**src/rtl/mem_port_arbiter.sv**
```systemverilog
// Round-robin arbiter that shares one word-wide memory port between instruction
// fetch and load/store, screening bad addresses and returning valid/ready responses.
module mem_port_arbiter #(
    parameter logic [31:0] MEM_BASE = 32'h0100_0000,
    parameter int unsigned MEM_SIZE = 4096
) (
    input  logic        clock,
    input  logic        reset,
    input  logic        if_req_valid,
    output logic        if_req_ready,
    input  logic [31:0] if_req_addr,
    output logic        if_rsp_valid,
    input  logic        if_rsp_ready,
    output logic [31:0] if_rsp_data,
    output logic        if_rsp_err,
    input  logic        ls_req_valid,
    output logic        ls_req_ready,
    input  logic [31:0] ls_req_addr,
    input  logic        ls_req_write,
    input  logic [31:0] ls_req_wdata,
    output logic        ls_rsp_valid,
    input  logic        ls_rsp_ready,
    output logic [31:0] ls_rsp_data,
    output logic        ls_rsp_err,
    output logic [31:0] mem_address,
    output logic [31:0] mem_data_in,
    output logic        mem_read_write,
    input  logic [31:0] mem_data_out,
    output logic        busy
);

    typedef enum logic [1:0] {
        ST_IDLE   = 2'd0,
        ST_ACCESS = 2'd1,
        ST_RESP   = 2'd2
    } state_t;

    localparam logic OWNER_IF = 1'b0;
    localparam logic OWNER_LS = 1'b1;

    // Widened to 33 bits so the upper bound cannot wrap near the top of the address space.
    function automatic logic addr_err(input logic [31:0] addr);
        logic [32:0] a;
        logic [32:0] lo;
        logic [32:0] hi;
        a  = {1'b0, addr};
        lo = {1'b0, MEM_BASE};
        hi = lo + 33'(MEM_SIZE) - 33'd4;
        return (addr[1:0] != 2'b00) || (a < lo) || (a > hi);
    endfunction

    state_t      state_r;
    state_t      next_state_s;
    logic        grant_if_s;
    logic        grant_ls_s;
    logic        last_grant_r;
    logic        owner_r;
    logic [31:0] addr_r;
    logic [31:0] wdata_r;
    logic        wr_r;
    logic        acc_err_r;
    logic [31:0] if_data_r;
    logic [31:0] ls_data_r;
    logic        if_err_r;
    logic        ls_err_r;
    logic [31:0] rd_data_s;

    // Next-state and grant logic; grants exist only in IDLE.
    always_comb begin
        next_state_s = state_r;
        grant_if_s   = 1'b0;
        grant_ls_s   = 1'b0;
        case (state_r)
            ST_IDLE: begin
                if (ls_req_valid && (!if_req_valid || (last_grant_r == OWNER_IF))) begin
                    grant_ls_s   = 1'b1;
                    next_state_s = ST_ACCESS;
                end else if (if_req_valid) begin
                    grant_if_s   = 1'b1;
                    next_state_s = ST_ACCESS;
                end else begin
                    next_state_s = ST_IDLE;
                end
            end
            ST_ACCESS: next_state_s = ST_RESP;
            ST_RESP: begin
                if ((owner_r == OWNER_LS) ? ls_rsp_ready : if_rsp_ready) begin
                    next_state_s = ST_IDLE;
                end else begin
                    next_state_s = ST_RESP;
                end
            end
            default: next_state_s = ST_IDLE;
        endcase
    end

    // State register.
    always_ff @(posedge clock) begin
        if (reset) begin
            state_r <= ST_IDLE;
        end else begin
            state_r <= next_state_s;
        end
    end

    assign rd_data_s = (!wr_r && !acc_err_r) ? mem_data_out : 32'd0;

    // Request latch at accept and response capture at the end of ACCESS.
    always_ff @(posedge clock) begin
        if (reset) begin
            last_grant_r <= OWNER_IF;
            owner_r      <= OWNER_IF;
            addr_r       <= 32'd0;
            wdata_r      <= 32'd0;
            wr_r         <= 1'b0;
            acc_err_r    <= 1'b0;
            if_data_r    <= 32'd0;
            ls_data_r    <= 32'd0;
            if_err_r     <= 1'b0;
            ls_err_r     <= 1'b0;
        end else begin
            if (grant_ls_s) begin
                addr_r       <= ls_req_addr;
                wdata_r      <= ls_req_wdata;
                wr_r         <= ls_req_write;
                acc_err_r    <= addr_err(ls_req_addr);
                owner_r      <= OWNER_LS;
                last_grant_r <= OWNER_LS;
            end else if (grant_if_s) begin
                addr_r       <= if_req_addr;
                wdata_r      <= 32'd0;
                wr_r         <= 1'b0;
                acc_err_r    <= addr_err(if_req_addr);
                owner_r      <= OWNER_IF;
                last_grant_r <= OWNER_IF;
            end
            if (state_r == ST_ACCESS) begin
                if (owner_r == OWNER_LS) begin
                    ls_data_r <= rd_data_s;
                    ls_err_r  <= acc_err_r;
                end else begin
                    if_data_r <= rd_data_s;
                    if_err_r  <= acc_err_r;
                end
            end
        end
    end

    assign if_req_ready   = grant_if_s;
    assign ls_req_ready   = grant_ls_s;
    assign if_rsp_valid   = (state_r == ST_RESP) && (owner_r == OWNER_IF);
    assign ls_rsp_valid   = (state_r == ST_RESP) && (owner_r == OWNER_LS);
    assign if_rsp_data    = if_data_r;
    assign ls_rsp_data    = ls_data_r;
    assign if_rsp_err     = if_err_r;
    assign ls_rsp_err     = ls_err_r;
    assign mem_address    = addr_r;
    assign mem_data_in    = wdata_r;
    // Reset gates the strobe so a store caught mid-ACCESS never commits.
    assign mem_read_write = (state_r == ST_ACCESS) && wr_r && !acc_err_r && !reset;
    assign busy           = (state_r != ST_IDLE);

endmodule

```
**config.mk**
```make
export PLATFORM = sky130hd
export DESIGN_NAME = mem_port_arbiter
export DESIGN_NICKNAME = d
export VERILOG_FILES = /design/src/rtl/mem_port_arbiter.sv
export SDC_FILE = /design/constraint.sdc
export NUM_CORES = 1
export LEC_CHECK = 0
export CAP_MARGIN = 25
export CELL_PAD_IN_SITES_DETAIL_PLACEMENT = 2
export CELL_PAD_IN_SITES_GLOBAL_PLACEMENT = 2
export CORE_MARGIN = 2
export CORE_UTILIZATION = 22
export CTS_BUF_LIST = sky130_fd_sc_hd__clkbuf_4
export DETAILED_ROUTE_END_ITERATION = 12
export PLACE_DENSITY = 0.93
export SYNTH_ARGS = -nofsm -noshare
export SYNTH_HDL_FRONTEND = slang
export SYNTH_SLANG_ARGS = --single-unit
```
**constraint.sdc**
```tcl
create_clock -name clock -period 1.7 [get_ports clock]
set_input_delay 0.17 -clock clock [delete_from_list [all_inputs] [get_ports clock]]
set_output_delay 0.17 -clock clock [all_outputs]
set_load 0.005 [all_outputs]
```
==> metrics <==
Root Driver clkbuf_4; area of placed instances 0.00831 sq mm; Synth top cells by count 135 x dfxtp_1, 102 x nand2_1, 100 x a21oi_1, 64 x nand3_1, 39 x nor2_1; Final period util 0.967; Tot Pwr 7.27 mW; largest net degree at the start of global routing around 140; Sink Count between 100 and 150; initial antenna violation count 1; synth-to-layout area growth 68.6%; Crit path arrival time 2.09 ns; Die Span Y roughly 160 um; H-Tree Depth 4; DR DRC count 0; first-pass GRT wire length ~36,000 um; drt initial violations 197; RSZ-0062 raised after global routing yes; Mapped Nets 730; share of post-route cells with drive strength above 1 0.106; Max VDD drop ~0.00032 V; die area between 0.02 and 0.025 sq mm; FF+latch count, synth approximately 140; grt ovf 0; top cells by area, synth dfxtp_1 53%, a21oi_1 9.8%, nand2_1 7.5%; CTS Buffer Depth 2; Min-Delay Startpoint mem_data_out[23]; Slew HR 0.566; share of the synthesized area in the top cell type 0.528; Distinct cells, synth 30; DP HPWL between 15,000 and 20,000 um; Seq/Total Area, Yosys 0.528; R2R Setup Slk 0.06 ns; Design Area, Final approximately 0.0086 sq mm; Gate Count Post-Synth approximately 600; Worst R2R End mem_address[9]$_SDFFE_PP0P_; Power Density 843 mW/mm^2; starting density of the core 0.225; Die Width between 150 and 200 um; WS Path Type reg -> reg; outcome complete, no violations; filler cell count around 2.5k; Worst-path clk slew ~0.12 ns; Num CTS Buffers 17; First-pass DRT Iterations 4; max frequency a little over 0.6 GHz; I/O pins 271; dpl ws -0.203 ns; final setup vio count 0; Reg-to-Reg Start state_r[1]$_SDFF_PP0_; EDFF count, synth 0; most common cell in the netlist dfxtp_1; CORE AREA 0.0227 sq mm; clock skew approximately 0.026 ns; worst-path fanout max 22; gp weighted congestion 0.772; worst setup margin roughly 0.057 ns; Min-Delay Endpoint ls_rsp_data[23]$_SDFFE_PP0P_; clock latency on the worst-skew pair ~0.54 ns; ys flop type dfxtp_1; drt wl/cell approximately 20 um; number of global-route vias before repair approximately 6.3k; All-Layer GR Usage 0.189; mapped cell area just over 0.005 sq mm; Crit. End Element flop; Rows 55; vias per cell 4.88; vias between 5k and 6k; post-route ant nets 0; worst min path class in -> reg; reg2reg path depth 7; Register Area 0.00272 sq mm; Startpoint Class flop; Mean Syn Cell Area 8.60 sq um; Yosys warnings 0; Slew Viols, Final 0; area leader, netlist dfxtp_1; multi-input logic area 0.00216 sq mm; CTS tree yes; Final min period roughly 1.6 ns; Slew @ Worst Pin roughly 0.65 ns; hold depth 3; Leak between 3 and 4 nW; fin nets roughly 1,000; Port Buffer Count 270; final hold vios 0; Max-Cap Viols 0; final WL around 23,000 um; Req. time, crit path 2.14 ns; Post-synth ARST share 0
power by group:
group | leakage [nW] | internal [mW] | switching (mW)
Sequential | 1.11 | 3.36 | 0.115
Clock | 0.118 | 0.697 | 1.26
Combinational | 1.94 | 0.971 | 0.866
per-stage QoR:
step / instances / util / hold WS [ns] / TNS [ns]
CTS: 1161 / 0.378 / 0.164 / -0.0163
detailed placement: 1127 / 0.366 / 0.450 / -5.12
global route: 1162 / 0.380 / 0.180 / -0.0510
global placement: 1127 / 0.366 / 0.439 / -0.371
finish: 1162 / 0.380 / 0.231 / 0
floorplan: 595 / - / 0.317 / 0
cells in the final DEF, fill, tap and decap left out, types with 17 or more instances in the layout:
cell type          n
clkdlybuf4s50_1  248
dfxtp_1          126
nand2_1          102
a21oi_1          100
nand3_1           64
nor2_1            36
a22oi_1           33
o221ai_1          32
buf_4             25
clkbuf_4          17
cell type report:
cell class	count	share of cell area
diodes	1	0.000290
clock buffers	17	0.0148
clock inverters	14	0.0129
inverters	1	0.000725
multi-input cells	402	0.251
flip-flops and latches	135	0.315
well taps	285	0.0413
repair buffers	307	0.364
registers in the layout, summed over array words and instances, names as in the netlist:
register,cells
mem_address,32
if_rsp_err,1
mem_data_in,32
wr_r,1
if_rsp_data,32
state_r,2
ls_rsp_err,1
owner_r,1
acc_err_r,1
ls_rsp_data,32
critical path, cell delays in order (launching register included):
cell and delay [ns]:
dfxtp_4 0.38, nor2_4 0.18, inv_4 0.07, buf_4 0.14, nor2_2 0.20, buf_12 0.20, o221ai_1 0.17, a21oi_1 0.21
routing by layer:
| layer | track usage | share of wire | vias up |
|---|---|---|---|
| met1 | 0.210 | 0.40 | 2788 |
| met5 | 0 | 0 | - |
| met2 | 0.341 | 0.51 | 198 |
| met4 | 0.0559 | 0.020 | 0 |
| met3 | 0.0656 | 0.072 | 30 |
| li1 | - | - | 2658 |
cell families (layout without fill, tap and decap cells):
group,Yosys count,in the layout,synth area share
buffers and inverters,58,339,0.0577
multiplexers,1,1,0.00196
AND/OR/NAND/NOR,233,233,0.205
other,0,1,0
AO/OA/AOI/OAI,168,168,0.208
flip-flops,135,135,0.528
timing repair:
item	CTS	global route
pin swaps	1	1
hold buffers	0	0
setup buffers	3	0
gates cloned	0	0
setup endpoints to repair	9	24
gates resized for setup	39	21
worst max path at each step:
stage                                   endpoint                  start  slack [ns]
floorplan                           if_req_ready   owner_r$_SDFFE_PP0P_        0.36
global placement                    ls_req_ready           ls_req_valid       -0.07
detailed placement  mem_address[14]$_SDFFE_PP0P_           ls_req_valid       -0.20
CTS                                 if_req_ready  state_r[0]$_SDFF_PP0_      -0.009
global route                        if_req_ready  state_r[1]$_SDFF_PP0_       -0.03
finish               mem_address[9]$_SDFFE_PP0P_  state_r[1]$_SDFF_PP0_        0.06
Power figures use the tool's default switching activity.
